==> config.mk <==
export PLATFORM = sky130hd
export DESIGN_NAME = buffer_arbiter_flat
export DESIGN_NICKNAME = d
export VERILOG_FILES = /design/src/rtl/buffer_arbiter_if.sv /design/src/rtl/buffer_arbiter.sv /design/src/flat_wrapper.sv
export SDC_FILE = /design/constraint.sdc
export NUM_CORES = 1
export LEC_CHECK = 0
export ABC_AREA = 1
export CORE_MARGIN = 10
export CORE_UTILIZATION = 55
export CTS_CLUSTER_DIAMETER = 80
export DETAILED_ROUTE_END_ITERATION = 8
export PLACE_DENSITY = 0.91
export SLEW_MARGIN = 25
export SYNTH_ARGS = -nofsm -noshare
export SYNTH_HDL_FRONTEND = slang
export SYNTH_SLANG_ARGS = --single-unit
export TNS_END_PERCENT = 50
==> constraint.sdc <==
create_clock -name clk -period 3.95 [get_ports clk]
set_clock_uncertainty 0.15 [all_clocks]
set_input_delay 0.79 -clock clk [delete_from_list [all_inputs] [get_ports clk]]
set_output_delay 0.79 -clock clk [all_outputs]
set_load 0.02 [all_outputs]
==> src/rtl/buffer_arbiter_if.sv <==
// Handshake bundle between the buffer arbiter and its three agents
// (snooper, CPU, forwarder).
//   sn_done   : snooper finished filling its buffer
//   cpu_acc   : CPU accepts its current packet
//   cpu_rej   : CPU rejects its current packet
//   fwd_done  : forwarder finished its buffer
//   sn_sel, cpu_sel, fwd_sel : buffer owned by each agent
//                              (00 none, 01 ping, 10 pang, 11 pung)
//   ready_cnt : buffers filled and waiting for the CPU
//   accq_cnt  : buffers accepted and waiting for the forwarder
// Modports: slave = arbiter side, master = agent/driver side.
interface buffer_arbiter_if;
  logic       sn_done;
  logic       cpu_acc;
  logic       cpu_rej;
  logic       fwd_done;
  logic [1:0] sn_sel;
  logic [1:0] cpu_sel;
  logic [1:0] fwd_sel;
  logic [1:0] ready_cnt;
  logic [1:0] accq_cnt;

  modport slave (
    input  sn_done, cpu_acc, cpu_rej, fwd_done,
    output sn_sel, cpu_sel, fwd_sel, ready_cnt, accq_cnt
  );

  modport master (
    output sn_done, cpu_acc, cpu_rej, fwd_done,
    input  sn_sel, cpu_sel, fwd_sel, ready_cnt, accq_cnt
  );
endinterface

==> src/rtl/buffer_arbiter.sv <==
// Three-buffer (ping/pang/pung) ownership arbiter for a packet memory.
// Buffers circulate FREE -> SN -> READY -> CPU -> ACC -> FWD -> FREE, with a
// CPU reject short-cutting CPU -> FREE. Two depth-3 FIFOs (ready queue and
// accept queue) keep buffers in strict fill order.
// Ports:
//   clk : clock, all state on rising edge
//   rst : asynchronous active-high reset
//   bus : buffer_arbiter_if.slave (agent handshakes, sel outputs, counts)
// Build option: define PKTMEM_FWD_EN to compile in the forwarder path.
// Without it cpu_acc frees the buffer like cpu_rej, the accept queue is
// removed, fwd_sel/accq_cnt are tied to 0 and fwd_done is ignored.
module buffer_arbiter (
  input logic              clk,
  input logic              rst,
  buffer_arbiter_if.slave  bus
);

  typedef enum logic [2:0] {FREE, SN, READY, CPU, ACC, FWD} buf_st_t;

  typedef struct packed {
    logic [1:0] e0;
    logic [1:0] e1;
    logic [1:0] e2;
    logic [1:0] cnt;
  } q_t;

  // Pop shifts the head out first, then a push lands behind the survivors,
  // so a simultaneous push+pop leaves the count unchanged.
  function automatic q_t q_step(input q_t q, input logic push,
                                input logic [1:0] id, input logic pop);
    q_t r;
    r = q;
    if (pop) begin
      r.e0  = q.e1;
      r.e1  = q.e2;
      r.e2  = 2'd0;
      r.cnt = q.cnt - 2'd1;
    end
    if (push) begin
      case (r.cnt)
        2'd0:    r.e0 = id;
        2'd1:    r.e1 = id;
        default: r.e2 = id;
      endcase
      r.cnt = r.cnt + 2'd1;
    end
    return r;
  endfunction

  function automatic logic [1:0] lowest_free(input buf_st_t s1,
                                             input buf_st_t s2,
                                             input buf_st_t s3);
    if (s1 == FREE)      return 2'd1;
    else if (s2 == FREE) return 2'd2;
    else if (s3 == FREE) return 2'd3;
    else                 return 2'd0;
  endfunction

  buf_st_t    st [1:3];
  logic [1:0] sn_sel_r;
  logic [1:0] cpu_sel_r;
  q_t         rdy_q;
  q_t         rdy_nxt;
  logic [1:0] free_id;
  logic       sn_claim;
  logic       sn_rel;
  logic       cpu_claim;
  logic       cpu_free_ev;

  // Claims look only at registered state, so a buffer released at one edge
  // can be claimed at the next edge at the earliest, and an agent that
  // releases always shows sel = 00 for at least one cycle.
  always_comb begin
    free_id   = lowest_free(st[1], st[2], st[3]);
    sn_claim  = (sn_sel_r == 2'd0) && (free_id != 2'd0);
    sn_rel    = (sn_sel_r != 2'd0) && bus.sn_done;
    cpu_claim = (cpu_sel_r == 2'd0) && (rdy_q.cnt != 2'd0);
    rdy_nxt   = q_step(rdy_q, sn_rel, sn_sel_r, cpu_claim);
  end

`ifdef PKTMEM_FWD_EN
  logic [1:0] fwd_sel_r;
  q_t         acc_q;
  q_t         acc_nxt;
  logic       cpu_acc_ev;
  logic       fwd_claim;
  logic       fwd_rel;

  // Reject wins when acc and rej arrive together.
  always_comb begin
    cpu_free_ev = (cpu_sel_r != 2'd0) && bus.cpu_rej;
    cpu_acc_ev  = (cpu_sel_r != 2'd0) && bus.cpu_acc && !bus.cpu_rej;
    fwd_claim   = (fwd_sel_r == 2'd0) && (acc_q.cnt != 2'd0);
    fwd_rel     = (fwd_sel_r != 2'd0) && bus.fwd_done;
    acc_nxt     = q_step(acc_q, cpu_acc_ev, cpu_sel_r, fwd_claim);
  end
`else
  logic unused_fwd_done;

  always_comb begin
    cpu_free_ev = (cpu_sel_r != 2'd0) && (bus.cpu_rej || bus.cpu_acc);
  end
  assign unused_fwd_done = bus.fwd_done;
`endif

  // Each edge touches at most one buffer per agent, and the three agents
  // own/claim buffers in mutually exclusive states, so the per-buffer
  // writes below never collide.
  always_ff @(posedge clk or posedge rst) begin
    if (rst) begin
      st[1]     <= FREE;
      st[2]     <= FREE;
      st[3]     <= FREE;
      sn_sel_r  <= 2'd0;
      cpu_sel_r <= 2'd0;
      rdy_q     <= '0;
`ifdef PKTMEM_FWD_EN
      fwd_sel_r <= 2'd0;
      acc_q     <= '0;
`endif
    end else begin
      if (sn_rel) begin
        st[sn_sel_r] <= READY;
        sn_sel_r     <= 2'd0;
      end else if (sn_claim) begin
        st[free_id]  <= SN;
        sn_sel_r     <= free_id;
      end

      if (cpu_claim) begin
        st[rdy_q.e0] <= CPU;
        cpu_sel_r    <= rdy_q.e0;
      end else if (cpu_free_ev) begin
        st[cpu_sel_r] <= FREE;
        cpu_sel_r     <= 2'd0;
`ifdef PKTMEM_FWD_EN
      end else if (cpu_acc_ev) begin
        st[cpu_sel_r] <= ACC;
        cpu_sel_r     <= 2'd0;
`endif
      end

      rdy_q <= rdy_nxt;

`ifdef PKTMEM_FWD_EN
      if (fwd_claim) begin
        st[acc_q.e0] <= FWD;
        fwd_sel_r    <= acc_q.e0;
      end else if (fwd_rel) begin
        st[fwd_sel_r] <= FREE;
        fwd_sel_r     <= 2'd0;
      end
      acc_q <= acc_nxt;
`endif
    end
  end

  assign bus.sn_sel    = sn_sel_r;
  assign bus.cpu_sel   = cpu_sel_r;
  assign bus.ready_cnt = rdy_q.cnt;
`ifdef PKTMEM_FWD_EN
  assign bus.fwd_sel   = fwd_sel_r;
  assign bus.accq_cnt  = acc_q.cnt;
`else
  assign bus.fwd_sel   = 2'd0;
  assign bus.accq_cnt  = 2'd0;
`endif

endmodule

==> src/flat_wrapper.sv <==
// flat-port wrapper written by rule: the top's interface ports become plain ports
module buffer_arbiter_flat 
  (clk, rst, bus_sn_done, bus_cpu_acc, bus_cpu_rej, bus_fwd_done, bus_sn_sel, bus_cpu_sel, bus_fwd_sel, bus_ready_cnt, bus_accq_cnt);
  buffer_arbiter_if bus_i ();
  input logic clk;
  input logic rst;
  input wire logic [$bits(bus_i.sn_done)-1:0] bus_sn_done;
  input wire logic [$bits(bus_i.cpu_acc)-1:0] bus_cpu_acc;
  input wire logic [$bits(bus_i.cpu_rej)-1:0] bus_cpu_rej;
  input wire logic [$bits(bus_i.fwd_done)-1:0] bus_fwd_done;
  output wire logic [$bits(bus_i.sn_sel)-1:0] bus_sn_sel;
  output wire logic [$bits(bus_i.cpu_sel)-1:0] bus_cpu_sel;
  output wire logic [$bits(bus_i.fwd_sel)-1:0] bus_fwd_sel;
  output wire logic [$bits(bus_i.ready_cnt)-1:0] bus_ready_cnt;
  output wire logic [$bits(bus_i.accq_cnt)-1:0] bus_accq_cnt;
  assign bus_i.sn_done = bus_sn_done;
  assign bus_i.cpu_acc = bus_cpu_acc;
  assign bus_i.cpu_rej = bus_cpu_rej;
  assign bus_i.fwd_done = bus_fwd_done;
  assign bus_sn_sel = bus_i.sn_sel;
  assign bus_cpu_sel = bus_i.cpu_sel;
  assign bus_fwd_sel = bus_i.fwd_sel;
  assign bus_ready_cnt = bus_i.ready_cnt;
  assign bus_accq_cnt = bus_i.accq_cnt;
  buffer_arbiter u_core (.clk(clk), .rst(rst), .bus(bus_i));
endmodule
Word level (Yosys, flattened, before mapping)
Index checks and enable logic that the tools add are counted.
{"block": "totals", "out_inout_bits": 10, "input_bits": 6, "ff_bits": 21, "wordCells": 81}
{"block": "classes", "n_reduce_logical": 22, "muxes": 24, "n_addsub": 2, "order_cmp": 8, "n_eq_ne": 1, "bitwise_logic": 15}
{"op": "$mux W9", "count": 4}
{"op": "$demux W3 S2", "count": 4}
{"op": "$mux W2", "count": 10}
{"op": "$mux W8", "count": 2}
{"op": "$and A6 B6 Y6", "count": 2}
{"op": "$ge A3 B3 Y1 const B", "count": 4}
{"op": "$lt A3 B1 Y1 const B", "count": 4}
{"op": "$mux W3", "count": 4}
{"op": "$not A2 Y3", "count": 4}
{"op": "$not A6 Y6", "count": 2}
{"op": "$reduce_bool A2 Y1", "count": 6}
{"op": "$and A9 B9 Y9", "count": 1}
{"op": "$logic_not A3 Y1", "count": 3}
{"op": "$not A9 Y9", "count": 1}
{"op": "$logic_and A1 B1 Y1", "count": 8}
{"op": "$logic_not A2 Y1", "count": 3}
{"op": "$or A3 B3 Y3", "count": 2}
{"op": "$or A6 B6 Y6", "count": 1}
{"op": "$and A3 B3 Y3", "count": 1}
{"op": "$not A3 Y3", "count": 1}
{"op": "$add A2 B1 Y2 const B", "count": 1}
{"op": "$eq A2 B1 Y1 const B", "count": 1}
{"op": "$reduce_or A2 Y1", "count": 1}
{"op": "$sub A2 B1 Y2 const B", "count": 1}
{"op": "$logic_or A1 B1 Y1", "count": 1}

Longest topological paths before layout
Gate-level depths: netlist of run 1.
{"block": "logic_depth", "depth_word": 16, "mapped_depth": 12}

Worst setup path before layout of run 1
OpenSTA, ideal clock, no wires.
{"block": "synth_timing", "kind": "flip-flop to flip-flop", "start": "reg u_core.rdy_q, in the netlist u_core.bus.ready_cnt[0]", "end": "reg u_core.rdy_q[3] (netlist name)", "period_less_slack_ns": 1.893, "path_slack_ns": 2.057, "arrival_time_ns": 1.622, "setup_time_ns": 0.122, "path_stages_with_launch": 12, "path_cell_list": "dfrtp_1 > inv_1 > ha_1 > inv_2 > nand2_2 > buf_6 > xor2_2 > ha_1 > nor2_1 > nand2_1 > nand3_1 > o21ai_1"}
{"item": "start: declaration", "line": "buffer_arbiter.sv:62", "source": "q_t rdy_q;"}
{"item": "start signal: assignment", "line": "buffer_arbiter.sv:143", "source": "rdy_q <= rdy_nxt;"}

Worst setup path after layout of run 1
{"block": "layout_timing", "start": "reg u_core.sn_sel_r[0] (netlist: u_core.bus.sn_sel[0])", "end": "out bus_sn_sel[0]"}
{"item": "start: declaration", "line": "buffer_arbiter.sv:60", "source": "logic [1:0] sn_sel_r;"}
{"item": "start signal: assignment", "line": "buffer_arbiter.sv:127", "source": "sn_sel_r <= free_id;"}
{"item": "end: declaration", "line": "flat_wrapper.sv:11", "source": "output wire logic [$bits(bus_i.sn_sel)-1:0] bus_sn_sel;"}
No word-level cell between the ends.

==> run summary, run 1 <==
max incr delay on CP: 660 ps
Max Cap Viol: 0
crit path to: bus_sn_sel[0]
global route hottest layer: met2
Routed WL per cell: 12.2 um
Worst-Skew Late Latency: 320 ps
Fin. Hold Viols: 0
Final Power: 0.00115 W
Post-CTS Resized: 0
Die ar.: 0.00440 mm^2
Tot GR Track Use: 0.118
CTS tree: built
# setup viols final: 0
M1 GR Usage: 0.134
Final period util: 0.614
filler instances: 167
Max IR drop VDD: 0.000556 V
sequential area share after synthesis: 0.445
fin crit period: 2430 ps
iteration count of the initial detailed-routing pass: 5
Unique masters post-synth: 25
area of the multi-input gates: 504 um^2
first-pass GRT wire length: 4080 um
Slew @ Worst Pin: 808 ps
Leak: 0.688 nW
# diodes: 0
register area: 526 um^2
fin nets: 173
dominant cells by area after synthesis: dfrtp_1 45%, nand2_1 14%, inv_1 7.0%, nand3_1 6.8%, buf_4 3.8%
CTS Sinks: 21
cell depth of the worst setup path: 1
syn_area_per_cell: 7.71 um^2
Relative slew margins: 0.461
Vias: 925
routing usage on met3: 0.0288
met2 usage: 0.195
starting DRC count in detailed routing: 65
Buffers on Ports: 10
Commonest cells post-synth: 44 x nand2_1, 22 x inv_1, 21 x dfrtp_1
#FFs+latches synth: 21
pre-CTS setup slack: 1760 ps
grt total ovfl: 0
DRT Wirelength: 2320 um
worst path cell trace: clkdlybuf4s50_1
vias in the first global route: 955
starting density of the core: 0.589
r2r startpoint: u_core.bus.ready_cnt[0]
most instantiated library cell after synthesis: nand2_1
CP startpoint: u_core.bus.sn_sel[0]
Hold Buf Count CTS: 0
chip height: 66.3 um
Achievable Freq: 0.412 GHz
Critical path buffers and inverters: 1
chip width: 66.3 um
Worst Path Required: 3010 ps
CTS H-tree lvls: 1
row cnt: 16
R2R depth: 12
Post-CTS Setup Inserts: 0
RSZ-0062 raised after global routing: no
I/O pin count: 16
critical-path maximum fanout: 6
Arr. time, crit path: 1490 ps
Setup crit end kind: output port
Max Slew Vio Count: 0
Worst-path clk slew: 120 ps
min-delay worst type: register to register
Core ar.: 0.00200 mm^2
Post-Syn Area: 0.00118 mm^2
status: finished, final reports clean
Yosys top cell by area: dfrtp_1
# placed instances: 186
CTS Buf Count: 3
DP Wirelength: 1820 um
largest net degree at the start of global routing: 22
top-area cell type share of the netlist area: 0.445
final design utilization: 0.648
# DRC: 0
Worst Setup Slack, final: 1520 ps
CP startpoint kind: register
Post-synth EDFFs: 0
fraction of layout instances using a drive strength above 1: 0.104
vias per cell: 4.87
FFs w/ async S/R, synth: 1.00
CP max stage cell: clkdlybuf4s50_1
Routed Antenna Nets: 0
Max clock buf depth: 2
CP top delay family: buffers and inverters
non-filler cells, final: 190
reg2reg end: u_core.rdy_q[3]
yosys warns: 0
r2r setup slk: 1750 ps
P&R area growth vs syn: 9.86%
Setup Crit Path Kind: register to output port
Pwr per Cell Area: 884 mW/mm^2
CTS root buf: clkbuf_4
Mapped Cells: 153
gp weighted congestion: 0.762
Post-synth top flop: dfrtp_1
Setup TNS Final: 0 ps
initial antenna violation count: 0
report_power, final:
group	total, W	internal [W]	switching (W)
clock	0.000107	0.0000379	0.0000695
combinational	0.000669	0.000246	0.000423
sequential	0.000369	0.000303	0.0000668
layout make-up:
type	count	area share
clock inverters	1	0.00386
well taps	27	0.0261
flip-flops and latches	21	0.405
clock buffers	3	0.0174
inverters	28	0.0811
repair buffers	10	0.0772
multi-input cells	100	0.389
sequential cells by signal, summed over array words and instances, names as in the netlist, named ones only:
name,cells
u_core.bus.ready_cnt,2
u_core.st,8
u_core.bus.cpu_sel,2
u_core.rdy_q,6
u_core.bus.sn_sel,2
per-stage QoR:
stage	hold slack, ps	instance area, um^2
2_1_floorplan	325	1190
3_3_place_gp	346	1270
4_1_cts	376	1300
3_5_place_dp	345	1270
6_report	375	1300
5_1_grt	417	1300
worst min-delay path by stage:
| stage | start | to | slack (ps) | cells past startpoint |
|---|---|---|---|---|
| CTS | u_core.st[3] | u_core.st[3] | 380 | 2 |
| floorplan | u_core.st[3] | u_core.st[3] | 330 | 2 |
| finish | u_core.st[3] | u_core.st[3] | 380 | 2 |
| detailed placement | u_core.st[3] | u_core.st[3] | 340 | 2 |
| global route | register | register | 420 | 2 |
| global placement | u_core.st[3] | u_core.st[3] | 350 | 2 |
placed cells by master (no fill, tap or decap), drive strengths merged:
master / n
a21boi: 1
nand3: 16
a21oi: 2
o21ai: 5
clkbuf: 3
nor3b: 1
o211ai: 1
ha: 3
conb: 4
nand4: 1
clkinv: 1
nor3: 4
nor2: 13
nand2: 45
a31oi: 1
o22ai: 1
xor2: 2
clkdlybuf4s50: 10
inv: 28
dfrtp: 21
routing by layer:
metal,wire (um),up-vias
li1,-,479
met1,1010,420
met2,1110,20
met3,134,6
met4,65,0
met5,0,-
cell families (layout without fill, tap and decap cells):
| logic type | Yosys count | after routing | share of synthesized area |
|---|---|---|---|
| buffers and inverters | 35 | 42 | 0.137 |
| adder cells (fa/ha/maj) | 3 | 3 | 0.0318 |
| other | 1 | 4 | 0.00318 |
| XOR/XNOR | 2 | 2 | 0.0276 |
| AND/OR/NAND/NOR | 80 | 80 | 0.302 |
| flip-flops | 21 | 21 | 0.445 |
| AO/OA/AOI/OAI | 11 | 11 | 0.0530 |
Note: power is estimated with default switching activity, not from simulation.
==> inputs of run 2 (changes only) <==
CORE_UTILIZATION = 53   (was 55)
PLACE_DENSITY = 0.88   (was 0.91)
clock period = 2.32 ns   (was 3.95 ns; I/O delays follow)
==> run 2 against run 1 <==
  * Combinational power up 72%
  * Via count increased by 1.6%
  * Core utilization shrank 4.1 points
  * Cell area is 1.5% higher
  * Sequential share of layout area is 0.62 points lower
  * Total power is 70% higher
  * Count of clock-buffer cells in the layout rose by 1
  * Register-to-register slack lost 1500 ps
  * Non-clock buffer count grew 2
  * Worst hold slack worse by 39 ps
  * Largest cell class unchanged
==> run summary, run 2 (same netlist as run 1, synthesis figures left out) <==
status: finished, final reports clean (unchanged)
critical-path maximum fanout: 6 (unchanged)
Worst-path clk slew: 120 ps (about the same)
worst path cell trace: clkdlybuf4s50_1 (unchanged)
biggest regs: u_core.st x8, u_core.rdy_q x6 (unchanged)
r2r setup slk: 290 ps (was 1750 ps)
Vias: 940 (was 925)
chip height: 67.2 um (was 66.3 um)
Max Cap Viol: 0 (unchanged)
DRT Wirelength: 2240 um (was 2320 um)
CTS Buf Count: 3 (unchanged)
reg2reg end: u_core.rdy_q[3] (unchanged)
vias per cell: 4.87 (about the same)
Leak: 0.697 nW (was 0.688 nW)
# DRC: 0 (unchanged)
Achievable Freq: 0.478 GHz
Tot GR Track Use: 0.114 (was 0.118)
Worst Path Required: 1710 ps (was 3010 ps)
Routed Antenna Nets: 0 (unchanged)
Pwr per Cell Area: 1480 mW/mm^2 (was 884 mW/mm^2)
CTS tree: built (unchanged)
CP top delay family: buffers and inverters (unchanged)
row cnt: 17 (was 16)
gp weighted congestion: 0.850 (was 0.762)
starting density of the core: 0.544 (was 0.589)
first-pass GRT wire length: 4060 um (was 4080 um)
filler instances: 214 (was 167)
Final period util: 0.902
Routed WL per cell: 11.6 um (was 12.2 um)
Buffers on Ports: 10 (unchanged)
max reg flops: 8 (unchanged)
r2r startpoint: u_core.bus.ready_cnt[0] (unchanged)
Setup TNS Final: 0 ps (unchanged)
largest net degree at the start of global routing: 22 (unchanged)
vias in the first global route: 938 (was 955)
Max clock buf depth: 2 (unchanged)
CTS root buf: clkbuf_4 (unchanged)
starting DRC count in detailed routing: 18 (was 65)
fraction of layout instances using a drive strength above 1: 0.109 (was 0.104)
Final Power: 0.00195 W (was 0.00115 W)
final design utilization: 0.607 (was 0.648)
fin crit period: 2090 ps
Core ar.: 0.00217 mm^2 (was 0.00200 mm^2)
cell area after placement: 0.00128 mm^2 (was 0.00127 mm^2)
R2R depth: 12 (unchanged)
RSZ-0062 raised after global routing: no (unchanged)
non-filler cells, final: 193 (was 190)
Fin. Hold Viols: 0 (unchanged)
Setup Crit Path Kind: register to output port (unchanged)
DP Wirelength: 1740 um (was 1820 um)
CP startpoint kind: register (unchanged)
CTS H-tree lvls: 1 (unchanged)
initial antenna violation count: 0 (unchanged)
Die ar.: 0.00451 mm^2 (was 0.00440 mm^2)
Arr. time, crit path: 1480 ps (was 1490 ps)
iteration count of the initial detailed-routing pass: 4 (was 5)
Max Slew Vio Count: 0 (unchanged)
min-delay worst type: input port to asynchronous set/reset pin (was register to register)
Max IR drop VDD: 0.000967 V (was 0.000556 V)
Worst-Skew Late Latency: 300 ps (was 320 ps)
most frequent cells in the layout: 44 x nand2_1, 22 x inv_1, 21 x dfrtp_1, 16 x nand3_1 (unchanged)
most common cell after layout, fill and taps aside: nand2_1 (unchanged)
# placed instances: 188 (was 186)
CTS Sinks: 21 (unchanged)
# diodes: 0 (unchanged)
CP max stage cell: clkdlybuf4s50_1 (unchanged)
chip width: 67.2 um (was 66.3 um)
Hold Buf Count CTS: 0 (unchanged)
grt total ovfl: 0 (unchanged)
Reg with most FFs: u_core.st (unchanged)
Setup crit end kind: output port (unchanged)
P&R area growth vs syn: 11.6% (was 9.86%)
area of the multi-input gates: 509 um^2 (was 504 um^2)
max incr delay on CP: 660 ps (about the same)
fin nets: 175 (was 173)
Critical path buffers and inverters: 1 (unchanged)
register area: 526 um^2 (unchanged)
final std cell area, no fill: 0.00132 mm^2 (was 0.00130 mm^2)
# setup viols final: 0 (unchanged)
I/O pin count: 16 (unchanged)
-- run 2: repair_timing --
action	CTS	global route
resized for setup	0	1
setup endpoints to repair	0	2
buffers inserted	0	1
-- run 2: where the power goes --
| part | leakage, nW | internal [W] | switching (W) |
|---|---|---|---|
| sequential | 0.265 | 0.000515 | 0.000107 |
| clock | 0.0150 | 0.0000670 | 0.000108 |
| combinational | 0.417 | 0.000433 | 0.000716 |
-- run 2: layer usage --
metal	track usage	up-vias	part of all wire	wire, um
li1	-	483	-	-
met1	0.130	439	0.45	1000
met2	0.191	14	0.48	1080
met3	0.0298	4	0.054	120
met4	0.0615	0	0.013	30
met5	0	-	0	0
-- run 2: worst max path at each step --
stage	to	depth (start not counted)	slack, ps	start
finish	bus_sn_sel[0]	1	230	u_core.bus.sn_sel[0]
global route	u_core.rdy_q[2]	12	40	u_core.bus.ready_cnt[0]
CTS	u_core.rdy_q[3]	12	90	u_core.bus.ready_cnt[0]
detailed placement	u_core.rdy_q[2]	12	130	u_core.bus.ready_cnt[0]
global placement	u_core.rdy_q[2]	12	210	u_core.bus.ready_cnt[0]
floorplan	u_core.rdy_q[3]	11	430	u_core.bus.ready_cnt[0]
-- run 2: cell type report --
class                           instances  area share
Clock buffer                            4      0.0200
Inverter                               28      0.0798
Multi-Input combinational cell        100       0.387
Sequential cell                        21       0.399
Tap cell                               28      0.0266
Timing Repair Buffer                   12      0.0875
-- run 2: stage by stage --
| stage | setup WS [ps] | hold WS [ps] |
|---|---|---|
| final | 227 | 336 |
| after global routing | 40.1 | 345 |
| after CTS | 92.1 | 344 |
| after detailed placement | 129 | 363 |
| after global placement | 208 | 345 |
| after floorplan | 427 | 291 |
==> inputs of run 3 (changes only) <==
SKIP_LAST_GASP = 1   (was not set)
==> results of run 3 <==
Final layout, timing and power as in run 2 (identical DEF).
